--- src/rtl/rr_trace_marshaller2.sv ---
// rr_trace_marshaller2
//   Two-input node of the record-side marshaller tree. Joins packet A (lower
//   channels) and packet B (higher channels) in lockstep and emits one
//   compacted packet with B's valid payload packed directly above A's.
//   The output is registered through a 2-entry skid stage (main M + skid S),
//   so input ready never depends combinationally on out_ready.
//
// Ports
//   clk, rstn                     clock, synchronous active-low reset
//   inA_valid/_ready              A handshake (lower channels)
//   inA_logb_valid/_data          A per-channel valid, payload packed from bit 0
//   inA_loge_valid                A loge valid bits
//   inB_*                         same for B (higher channels)
//   out_valid/_ready              joined packet handshake
//   out_logb_valid                {inB_logb_valid, inA_logb_valid}
//   out_logb_data                 compacted payload
//   out_loge_valid                {inB_loge_valid, inA_loge_valid}
//   pkt_cnt                       output handshake count, wraps at 2^32

package rr_trace_marshaller2_pkg;
    // Sum of elements [lo, hi) of a flattened array of elem_bits-wide widths.
    function automatic int sum_w(input bit [1023:0] flat, input int elem_bits,
                                 input int lo, input int hi);
        int total;
        total = 0;
        for (int i = lo; i < hi; i++) begin
            int v;
            v = 0;
            for (int b = 0; b < elem_bits; b++) begin
                if (flat[i*elem_bits + b]) v = v + (1 << b);
            end
            total = total + v;
        end
        return total;
    endfunction
endpackage

module rr_trace_marshaller2 #(
    parameter int RR_CHANNEL_WIDTH_BITS = 8,
    parameter int LEFT_CNT              = 2,
    parameter int RIGHT_CNT             = 1,
    parameter bit [LEFT_CNT+RIGHT_CNT-1:0][RR_CHANNEL_WIDTH_BITS-1:0] CHANNEL_WIDTHS =
        {8'd4, 8'd16, 8'd8},
    parameter int LOGE_A_CNT            = 2,
    parameter int LOGE_B_CNT            = 1,
    localparam int NCH   = LEFT_CNT + RIGHT_CNT,
    localparam int NLOGE = LOGE_A_CNT + LOGE_B_CNT,
    localparam int LW    = rr_trace_marshaller2_pkg::sum_w(1024'(CHANNEL_WIDTHS),
                               RR_CHANNEL_WIDTH_BITS, 0, LEFT_CNT),
    localparam int RW    = rr_trace_marshaller2_pkg::sum_w(1024'(CHANNEL_WIDTHS),
                               RR_CHANNEL_WIDTH_BITS, LEFT_CNT, NCH),
    localparam int FW    = LW + RW,
    localparam int LENW  = $clog2(FW + 1)
) (
    input  logic                  clk,
    input  logic                  rstn,
    input  logic                  inA_valid,
    input  logic [LEFT_CNT-1:0]   inA_logb_valid,
    input  logic [LW-1:0]         inA_logb_data,
    input  logic [LOGE_A_CNT-1:0] inA_loge_valid,
    output logic                  inA_ready,
    input  logic                  inB_valid,
    input  logic [RIGHT_CNT-1:0]  inB_logb_valid,
    input  logic [RW-1:0]         inB_logb_data,
    input  logic [LOGE_B_CNT-1:0] inB_loge_valid,
    output logic                  inB_ready,
    output logic                  out_valid,
    output logic [NCH-1:0]        out_logb_valid,
    output logic [FW-1:0]         out_logb_data,
    output logic [NLOGE-1:0]      out_loge_valid,
    input  logic                  out_ready,
    output logic [31:0]           pkt_cnt
);

    typedef struct packed {
        logic [NCH-1:0]   lv;
        logic [FW-1:0]    data;
        logic [NLOGE-1:0] le;
    } pkt_t;

    typedef enum logic [1:0] {EMPTY, ONE, FULL} state_t;

    state_t      state_q, state_d;
    pkt_t        m_q, m_d;      // main register, drives the outputs (oldest)
    pkt_t        s_q, s_d;      // skid register, holds the newer packet when FULL
    logic [31:0] cnt_q, cnt_d;

    logic            space;
    logic            join_ok;
    logic            pop;
    logic [LENW-1:0] len_a;
    logic [LW-1:0]   a_mask;
    logic [FW-1:0]   payload;
    pkt_t            in_pkt;

    // Ready comes from the registered state only; no path from out_ready.
    assign space     = (state_q != FULL);
    assign join_ok   = rstn && inA_valid && inB_valid && space;
    assign inA_ready = rstn && inB_valid && space;
    assign inB_ready = rstn && inA_valid && space;
    assign pop       = (state_q != EMPTY) && out_ready;

    // Length of A's valid payload; bounded by LW so it cannot overflow LENW.
    always_comb begin
        len_a = '0;
        for (int i = 0; i < LEFT_CNT; i++) begin
            if (inA_logb_valid[i]) len_a = len_a + LENW'(CHANNEL_WIDTHS[i]);
        end
    end

    always_comb begin
        a_mask = '0;
        for (int i = 0; i < LW; i++) begin
            a_mask[i] = (i < int'(len_a));
        end
    end

    // B lands directly above A's valid bits; B is assumed zero above its own
    // length, so nothing leaks above lenA+lenB.
    assign payload = FW'(inA_logb_data & a_mask) | (FW'(inB_logb_data) << len_a);

    assign in_pkt.lv   = {inB_logb_valid, inA_logb_valid};
    assign in_pkt.data = payload;
    assign in_pkt.le   = {inB_loge_valid, inA_loge_valid};

    always_comb begin
        state_d = state_q;
        m_d     = m_q;
        s_d     = s_q;
        cnt_d   = cnt_q;
        if (pop) cnt_d = cnt_q + 32'd1;
        case (state_q)
            EMPTY: begin
                if (join_ok) begin
                    m_d     = in_pkt;
                    state_d = ONE;
                end
            end
            ONE: begin
                if (join_ok && !out_ready) begin
                    s_d     = in_pkt;
                    state_d = FULL;
                end else if (join_ok) begin
                    m_d = in_pkt;
                end else if (out_ready) begin
                    state_d = EMPTY;
                end
            end
            FULL: begin
                if (out_ready) begin
                    m_d     = s_q;
                    state_d = ONE;
                end
            end
            default: state_d = EMPTY;
        endcase
        if (!rstn) begin
            state_d = EMPTY;
            m_d     = '0;
            s_d     = '0;
            cnt_d   = '0;
        end
    end

    always_ff @(posedge clk) begin
        state_q <= state_d;
        m_q     <= m_d;
        s_q     <= s_d;
        cnt_q   <= cnt_d;
    end

    assign out_valid      = (state_q != EMPTY);
    assign out_logb_valid = m_q.lv;
    assign out_logb_data  = m_q.data;
    assign out_loge_valid = m_q.le;
    assign pkt_cnt        = cnt_q;

endmodule

--- config.mk ---
export PLATFORM = sky130hd
export DESIGN_NAME = rr_trace_marshaller2
export DESIGN_NICKNAME = d
export VERILOG_FILES = /design/src/rtl/rr_trace_marshaller2.sv
export SDC_FILE = /design/constraint.sdc
export NUM_CORES = 1
export LEC_CHECK = 0
export ABC_CLOCK_PERIOD_IN_PS = 2200
export BUFFER_PORTS_ARGS = -buffer_cell sky130_fd_sc_hd__buf_2
export CORE_ASPECT_RATIO = 1.5
export CORE_UTILIZATION = 45
export DETAILED_ROUTE_END_ITERATION = 8
export PLACE_DENSITY = 0.69
export SYNTH_ARGS = -nofsm -noshare
export SYNTH_HDL_FRONTEND = slang
export SYNTH_SLANG_ARGS = --single-unit
--- constraint.sdc ---
create_clock -name clk -period 2.2 [get_ports clk]
set_clock_uncertainty 0.15 [all_clocks]
set_input_delay 0 -clock clk [delete_from_list [all_inputs] [get_ports clk]]
set_output_delay 0 -clock clk [all_outputs]
set_load 0.1 [all_outputs]
==> results.md, run 1 <==
- Status: finished, violations left
- Failing checks: design-rule violations
- Slew @ Worst Pin: ~0.66 ns
- Vias in the first global route: 4204
- Hold path startpoint: inA_logb_data[9]
- Post-route setup slack: 0.109 ns
- Resize count post-CTS: 0
- DRC: 8
- Core area: 9800 um^2
- Flop-to-flop setup slack: around 0.13 ns
- Count leader, synth: nand2_1
- Max-Cap Viols: 0
- Vias: 4499
- Layout area overhead: 29.3%
- Starting DRT DRC Count: 262
- Number of distinct library cells after synthesis: 43
- Die height: 126 um
- Clk sinks: 102
- Yosys warns: 0
- CP most frequent cell: buf_12
- Hold crit path type: input port to register
- Worst Hold End: s_q[12]
- Fin Hold WS: 0.0156 ns
- Yosys top cell area share: 44.5%
- FILL cells: 888
- Clock Tree Buf Depth: 2
- Worst path max stage delay: 0.42 ns
- Routed len/inst: 15.0 um
- Largest net degree at the start of global routing: 53
- Initial antenna violation count: 0
- Unrepaired setup endpoints after global routing: false
- Slowest CP cell: nand2b_2
- Post-CTS Setup Repair Bufs: 0
- DR pass1 iterations: 7
- Synth area leader: dfxtp_1
- GRT Util Overall: 23.2%
- Die X: approximately 84 um
- Total CTS buffers: 9
- Power density cells: 695 nW/um^2
- WS Path Type: register to primary output
- Critical Path AT: 1.94 ns
- Pwr Total: roughly 4.1 mW
- First-pass GRT wire length: around 20000 um
- Data required time at the worst endpoint: 2.05 ns
- Final slew viol count: 0
- Syn Inst Count: 563
- Share of layout cells above drive strength 1: 25.1%
- Final nets: ~720
- CTS root buf: clkbuf_16
- Final Util: 60.6%
- Final Cycle Share: between 90% and 100%
- Syn avg cell area: 8.15 um^2
- Worst path bufs/invs: 3
- Port Buffers: 107
- Leak: 2.30 nW
- Worst R2R Path Depth: 4
- N_diodes: 0
- Htree depth: 3
- Register area: around 2100 um^2
- Pre-CTS WS: ~0.15 ns
- Final WL: approximately 12000 um
- Num rows: 44
- CP cell instances: buf_4 > nand2b_2 > buf_12 > and3_1 > buf_12
- Ranking of synthesized cells by area: dfxtp_1, nand2_1, a21oi_1, a311oi_1, nor2_1
- Vias per cell: 5.62
- Crit end category: primary output
- Non-Filler Instances: 800
- Async S/R FF share, synth: 0%
- Area of the mapped netlist: 4590 um^2
- Gr ovfl total: 0
- Maximum VDD drop: between 0.4 and 0.5 mV
- Hpwl dp: 7850 um
- Max Freq: 478 MHz
- GP Congestion: 0.769
- Most frequent cells after synthesis: nand2_1, dfxtp_1, nor2_1
- Worst r2r src: state_q[1]
- Register area share after synthesis: 44.5%
- RR Endpoint: pkt_cnt[19]
- Top_reg_cell synth: dfxtp_1
- Max FO, Critical Path: 25
- Post-synth EDFFs: 0
- CP startpoint kind: register
- TritonCTS clock tree: built
- Final Hold Viols: 0
- Die area: 10600 um^2
- CP top delay family: simple AND/OR/NAND/NOR gates
- Hold Crit Depth: 3
- Worst skew pair latency: around 0.34 ns
- Worst-path clk slew: 0.06 ns
- Antenna Nets Post-Route: 0
- I/O pins: 108
- Syn Nets: 603
- Final Critical Period: 2.09 ns
- Max transition margin: 56.2%
- Synthesized flop and latch total: 102
- Initial Utilization: 46.8%
- Final setup violation count: 0
- DP Cell Count: 754
- Area of the multi-input gates: 2350 um^2
[cell usage in the layout (no fill, tap or decap), types with 2 or more instances in the layout]
cell type / instances
a211o_1: 8
a211oi_1: 9
a21oi_1: 49
a22oi_1: 4
a311oi_1: 26
and2_1: 2
and3_1: 5
and4_1: 4
buf_12: 5
buf_2: 105
buf_4: 15
clkbuf_1: 2
clkbuf_16: 9
clkbuf_8: 2
dfxtp_1: 76
dfxtp_2: 24
dfxtp_4: 2
dlygate4sd3_1: 32
inv_1: 2
mux2i_1: 15
nand2_1: 104
nand2b_1: 6
nand3_1: 20
nand4_1: 26
nor2_1: 56
nor2b_1: 9
nor4_1: 5
nor4_2: 2
o21a_1: 2
o21ai_0: 4
o31a_1: 2
o31ai_1: 11
or3_1: 6
or4_1: 11
xnor2_1: 4
xor2_1: 6
[flip-flops by register name, summed over array words and instances, names as in the netlist]
signal	cells
out_logb_data	28
out_logb_valid	3
out_loge_valid	3
pkt_cnt	32
s_q	34
state_q	2
[logic make-up after synthesis]
logic type	Yosys count	share of synthesized area, %
flops	102	44.5
mux	15	3.27
fa+ha+maj	1	0.273
simple gates	264	27.6
compound gates	119	17.8
buf+inv	52	4.66
xor+xnor	10	1.91
[power by group]
| part | internal, mW | switching, mW |
|---|---|---|
| logic | 0.174 | 0.462 |
| clock network | 0.933 | 0.650 |
| registers | 1.89 | 0.0216 |
[layer usage]
| layer | vias to the layer above | share of wire [%] | global-route usage [%] |
|---|---|---|---|
| met1 | 2113 | 41 | 27.6 |
| met2 | 105 | 52 | 40.9 |
| met4 | 0 | 2.9 | 11.7 |
| met5 | - | 0 | 0 |
| li1 | 2255 | - | - |
| met3 | 26 | 3.8 | 2.82 |
[how the worst max path moves through the flow]
stage / from / to / slack (ns) / cells after the start
3_5_place_dp: state_q[1] / pkt_cnt[19] / 0.15 / 4
2_1_floorplan: pkt_cnt[5] / pkt_cnt[17] / -0.04 / 5
4_1_cts: state_q[0] / inB_ready / 0.10 / 5
5_1_grt: state_q[1] / pkt_cnt[23] / 0.02 / 4
3_3_place_gp: state_q[1] / pkt_cnt[19] / 0.21 / 4
6_report: state_q[0] / inB_ready / 0.11 / 5
[timing repair]
action	in CTS	in global routing
hold buffers	32	0
setup endpoints to repair	0	0
hold endpoints to repair	55	0
[layout make-up]
| cell class | instances | area share, % |
|---|---|---|
| clock buffers | 13 | 4.38 |
| clock inverters | 1 | 0.506 |
| inverters | 3 | 0.190 |
| multi-input cells | 409 | 39.6 |
| flip-flops and latches | 102 | 35.0 |
| well taps | 115 | 2.42 |
| repair buffers | 157 | 17.8 |
[worst min-delay path, stage by stage]
cell and delay, ns:
buf_2 0.08, a22oi_1 0.10, a211oi_1 0.26
[through the flow]
stage / setup TNS [ns] / instance area [um^2]
floorplan: -0.0374 / 4630
global route: 0 / 5940
CTS: 0 / 5940
finish: 0 / 5940
global placement: 0 / 5330
detailed placement: 0 / 5330
Note: power is estimated with default switching activity, not from simulation.
==> inputs of run 2 (changes only) <==
--- a/config.mk
+++ b/config.mk
@@ -8,9 +8,11 @@
 export ABC_CLOCK_PERIOD_IN_PS = 2200
 export BUFFER_PORTS_ARGS = -buffer_cell sky130_fd_sc_hd__buf_2
 export CORE_ASPECT_RATIO = 1.5
+export CORE_MARGIN = 2
 export CORE_UTILIZATION = 45
 export DETAILED_ROUTE_END_ITERATION = 8
-export PLACE_DENSITY = 0.69
+export MAX_ROUTING_LAYER = met4
+export PLACE_DENSITY = 0.78
 export SYNTH_ARGS = -nofsm -noshare
 export SYNTH_HDL_FRONTEND = slang
 export SYNTH_SLANG_ARGS = --single-unit
==> results.md, run 2 (synthesis gave the netlist of run 1 again) <==
- Status: completed
- CP startpoint kind: register
- CTS root buf: clkbuf_16
- Initial Utilization: 45.8% (-1.0 points)
- Most flop-heavy register: s_q
- DR pass1 iterations: 4 (-3)
- Crit end category: register
- Maximum VDD drop: 0.381 mV (-15%)
- Slew @ Worst Pin: 0.640 ns (-0.0180 ns)
- Most frequent cells in the layout: buf_2, nand2_1, dfxtp_1
- Vias in the first global route: 4293 (+2.1%)
- Final setup violation count: 0 (unchanged)
- Final slew viol count: 0 (unchanged)
- Most common cell after layout, fill and taps aside: buf_2
- Clk sinks: 102 (unchanged)
- Final Util: 59.9% (-0.68 points)
- Vias: 4585 (+1.9%)
- Post-CTS Setup Repair Bufs: 0 (unchanged)
- N_diodes: 0 (unchanged)
- DRC: 0 (-8)
- GRT met2 Usage: 37.6% (-3.3 points)
- Pre-CTS WS: 0.106 ns (-0.0479 ns)
- Post-DP Area: 5340 um^2 (+0.28%)
- I/O pins: 108 (unchanged)
- Unrepaired setup endpoints after global routing: false
- Final Hold Viols: 0 (unchanged)
- Critical Path AT: 2.16 ns (+0.22 ns)
- Vias per cell: 5.67 (+0.90%)
- GRT Util Overall: 23.2% (about the same)
- Critical Path Start: pkt_cnt[17]
- Clock Tree Buf Depth: 2 (unchanged)
- Worst skew pair latency: 0.34 ns (about the same)
- Initial antenna violation count: 0 (unchanged)
- Max FO, Critical Path: 11 (-56%)
- Layout area overhead: 30.8%
- Htree depth: 3 (unchanged)
- Max Freq: 488 MHz (+2.0%)
- Fin Hold WS: 0.0512 ns (+0.0356 ns)
- Routed len/inst: 15.4 um (+2.5%)
- Port Buffers: 107 (unchanged)
- Gr ovfl total: 0 (unchanged)
- Num rows: 45 (+2.3%)
- GR Layer Usage met1: 28.2% (+0.57 points)
- Core area: 10000 um^2 (+2.3%)
- Leak: 2.33 nW (+1.3%)
- DP Cell Count: 756 (+0.27%)
- Final Cycle Share: 93.2% (-1.9 points)
- Pwr Total: 4.11 mW (-0.43%)
- Hpwl dp: 7930 um (+1.0%)
- Data required time at the worst endpoint: 2.31 ns (+0.26 ns)
- TritonCTS clock tree: built
- Worst r2r src: pkt_cnt[17]
- Max reg flops: 34 (unchanged)
- Die height: 128 um (+1.6%)
- WS Path Type: register to register
- Fin area: 6000 um^2 (+1.1%)
- Die X: 86.5 um (+2.4%)
- Non-Filler Instances: 808 (+1.0%)
- Final WL: 12400 um (+3.6%)
- Hold crit path type: input port to register
- Antenna Nets Post-Route: 0 (unchanged)
- Share of layout cells above drive strength 1: 25.5% (+0.36 points)
- GP Congestion: 0.762 (-0.82%)
- Worst-path clk slew: 0.07 ns (about the same)
- Total CTS buffers: 9 (unchanged)
- Gr busiest metal: met2
- Starting DRT DRC Count: 260 (-0.76%)
- Max-Cap Viols: 0 (unchanged)
- Hold path startpoint: inA_logb_valid[0]
- Post-route setup slack: 0.150 ns (+0.0414 ns)
- Die area: 11000 um^2 (+4.0%)
- Largest net degree at the start of global routing: 82 (+55%)
- Power density cells: 684 nW/um^2 (-1.5%)
- Met3 GRT Util: 2.25% (-0.56 points)
- First-pass GRT wire length: 20400 um (+2.8%)
- Final Critical Period: 2.05 ns (-0.0414 ns)
- Max transition margin: 57.4% (+1.2 points)
- Final nets: 726 (+0.55%)
- TNS Setup: 0 ns (unchanged)
-- run 2: changes by cell type in the layout (fill, tap and decap cells not counted), sizes merged --
cell,change
dlygate4sd3,+4
bufinv,-1
clkinv,+3
-- run 2: area by class of cell --
type	count	area [um^2]
well taps	117	146
multi-input cells	409	2360
flip-flops and latches	102	2080
inverters	3	11.3
fillers	846	4020
clock inverters	3	15.0
clock buffers	13	282
repair buffers	161	1110
-- run 2: layer usage --
layer,up-vias,part of all wire [%]
li1,2264,-
met1,2155,41
met2,136,52
met3,30,3.8
met4,0,3.4
met5,-,0
-- run 2: timing repair --
item | in CTS | in global routing
hold buffers | 36 | 0
endpoints found under the hold margin | 55 | 0
gates resized for setup | 0 | 1
setup endpoints to repair | 0 | 2
-- run 2: power by group --
group	total [mW]	internal (mW)	switching, mW	leakage, nW
registers	1.91	1.88	0.0216	0.839
logic	0.649	0.180	0.469	1.34
clock network	1.55	0.893	0.659	0.151
total	4.11	2.96	1.15	2.33
-- run 2: worst max-delay path, stage by stage (launching register included) --
cell and delay [ns]:
dfxtp_2 0.39, and4_1 0.25, nand4_1 0.41, or4_1 0.64
a21oi_1 0.14
-- run 2: final timing paths --
check	slack, ns	end	cells past startpoint
worst max-delay path	0.15	pkt_cnt[24]	4
worst min-delay path	0.05	s_q[31]	4
worst max register to register	0.15	pkt_cnt[24]	4
worst min register to register	0.30	out_logb_data[0]	2
==> inputs of run 3 (changes only) <==
--- a/config.mk
+++ b/config.mk
@@ -10,9 +10,10 @@
 export CORE_ASPECT_RATIO = 1.5
 export CORE_MARGIN = 2
 export CORE_UTILIZATION = 45
+export CTS_BUF_LIST = sky130_fd_sc_hd__clkbuf_8
 export DETAILED_ROUTE_END_ITERATION = 8
 export MAX_ROUTING_LAYER = met4
-export PLACE_DENSITY = 0.78
+export PLACE_DENSITY = 0.73
 export SYNTH_ARGS = -nofsm -noshare
 export SYNTH_HDL_FRONTEND = slang
 export SYNTH_SLANG_ARGS = --single-unit
==> results.md, run 3 (synthesis gave the netlist of run 1 again) <==
- Vias: 4667 (+1.8%)
- Total CTS buffers: 9 (unchanged)
- Gate power share: 17.1% (+1.3 points)
- Hold path startpoint: inA_logb_data[16]
- Unrepaired setup endpoints after global routing: false
- Die area: 11000 um^2 (unchanged)
- GRT Util Overall: 22.9% (-0.35 points)
- Htree depth: 3 (unchanged)
- Most flop-heavy register: s_q
- Slowest CP cell: dlygate4sd3_1
- Final Cycle Share: 94.4% (+1.2 points)
- Clock Tree Buf Depth: 2 (unchanged)
- Worst skew pair latency: 0.38 ns (+0.04 ns)
- Gr ovfl total: 0 (unchanged)
- TritonCTS clock tree: built
- Final slew viol count: 0 (unchanged)
- Slew @ Worst Pin: 0.604 ns (-0.0361 ns)
- WS Path Type: register to register
- Worst path max stage delay: 0.59 ns (-0.05 ns)
- Clk sinks: 102 (unchanged)
- Antenna Nets Post-Route: 0 (unchanged)
- Final nets: 737 (+1.5%)
- Initial Utilization: 45.8% (unchanged)
- Hpwl dp: 7930 um (about the same)
- Port Buffers: 107 (unchanged)
- Initial antenna violation count: 0 (unchanged)
- Starting DRT DRC Count: 253 (-2.7%)
- CTS root buf: clkbuf_8
- Core area: 10000 um^2 (unchanged)
- Int Power: 2.61 mW (-12%)
- Pwr Total: 3.78 mW (-7.9%)
- Layout area overhead: 31.2%
- Worst-path clk slew: 0.10 ns (+0.03 ns)
- Data required time at the worst endpoint: 2.36 ns (+0.05 ns)
- CP cell instances: buf_4 > nand2b_1 > nor3_4 > clkbuf_16 > nand4_1 > dlygate4sd3_1 > a21oi_1
- Die height: 128 um (unchanged)
- Status: completed
- Largest net degree at the start of global routing: 53 (-35%)
- Critical Path Start: state_q[0]
- Worst R2R Path Depth: 7 (+3)
- Switch Pwr: 1.18 mW (+2.3%)
- CP startpoint kind: register
- Post-route setup slack: 0.124 ns (-0.0263 ns)
- Final Critical Period: 2.08 ns (+0.0263 ns)
- Most common cell after layout, fill and taps aside: buf_2
- Hold crit path type: input port to register
- Routed len/inst: 15.3 um (-0.66%)
- Final WL: 12500 um (+0.69%)
- Die X: 86.5 um (unchanged)
- Maximum VDD drop: 0.332 mV (-13%)
- Sw Share: 31.1% (+3.1 points)
- Max-Cap Viols: 0 (unchanged)
- Final setup violation count: 0 (unchanged)
- GP Congestion: 0.799 (+4.7%)
- Crit end category: register
- Vias per cell: 5.70 (+0.42%)
- Leak: 2.32 nW (-0.30%)
- Share of layout cells above drive strength 1: 26.1% (+0.60 points)
- Pre-CTS WS: 0.278 ns (+0.172 ns)
- Power share of the clock group: 32.5% (-5.3 points)
- Worst r2r src: state_q[0]
- Reg power frac: 50.4% (+4.0 points)
- Max Freq: 482 MHz (-1.3%)
- Most frequent cells in the layout: buf_2, nand2_1, dfxtp_1
- DR pass1 iterations: 4 (unchanged)
- Final Hold Viols: 0 (unchanged)
- Critical Path AT: 2.23 ns (+0.07 ns)
- First-pass GRT wire length: 20000 um (-2.3%)
- Max transition margin: 59.7% (+2.4 points)
- Power density cells: 628 nW/um^2 (-8.2%)
- Vias in the first global route: 4369 (+1.8%)
- Num rows: 45 (unchanged)
- I/O pins: 108 (unchanged)
- Max reg flops: 34 (unchanged)
- Max FO, Critical Path: 9 (-2)
- Hold Crit Depth: 5 (+1)
- N_diodes: 0 (unchanged)
- DRC: 0 (unchanged)
-- run 3: final timing paths --
path / end / slack (ns)
hold / removal: s_q[19] / 0.02
setup / recovery: s_q[25] / 0.12
hold reg to reg: out_logb_data[2] / 0.31
setup reg to reg: s_q[25] / 0.12
-- run 3: power groups by stage --
stage	Clock (mW)	Sequential (mW)	Combinational, mW
after floorplan	0	2.20	0.199
after global placement	0	1.95	0.587
after detailed placement	0	1.95	0.592
after CTS	1.25	1.91	0.643
after global routing	1.33	1.91	0.686
final	1.23	1.91	0.647
-- run 3: final cells by class --
cell class,instances,area [um^2]
multi-input cells,409,2360
clock inverters,7,81.3
well taps,117,146
inverters,3,11.3
flip-flops and latches,102,2080
fillers,888,4000
repair buffers,172,1220
clock buffers,9,124
-- run 3: metrics by stage --
| stage | setup TNS [ns] | area [um^2] | hold WS, ns | utilization (%) | std cells |
|---|---|---|---|---|---|
| after floorplan | -0.0374 | 4630 | -0.0715 | - | 563 |
| after global placement | 0 | 5340 | 0.105 | 53.3 | 756 |
| after detailed placement | 0 | 5340 | 0.113 | 53.3 | 756 |
| after CTS | 0 | 5960 | 0.0379 | 59.4 | 813 |
| after global routing | 0 | 6020 | 0.102 | 60.1 | 819 |
| final | 0 | 6020 | 0.0202 | 60.1 | 819 |
-- run 3: critical path: cells and delay by family (launching register included) --
kind / cells / cell delay (ns)
buffers and inverters: 3 / 0.93
and+or+nand+nor: 3 / 0.46
DFF: 1 / 0.35
AOI/OAI and AO/OA: 1 / 0.13
-- run 3: repair_timing --
| action | CTS | global route |
|---|---|---|
| setup buffers | 0 | 4 |
| hold buffers | 41 | 0 |
| resized for setup | 0 | 3 |
| hold endpoints to repair | 68 | 0 |
| endpoints found under the setup margin | 0 | 3 |
-- run 3: metal layers --
layer	global-route usage (%)	vias to the layer above	share of wire [%]
li1	-	2290	-
met1	26.1	2228	42
met2	39.1	127	52
met3	4.64	22	4.3
met4	8.55	0	1.9
met5	-	-	0
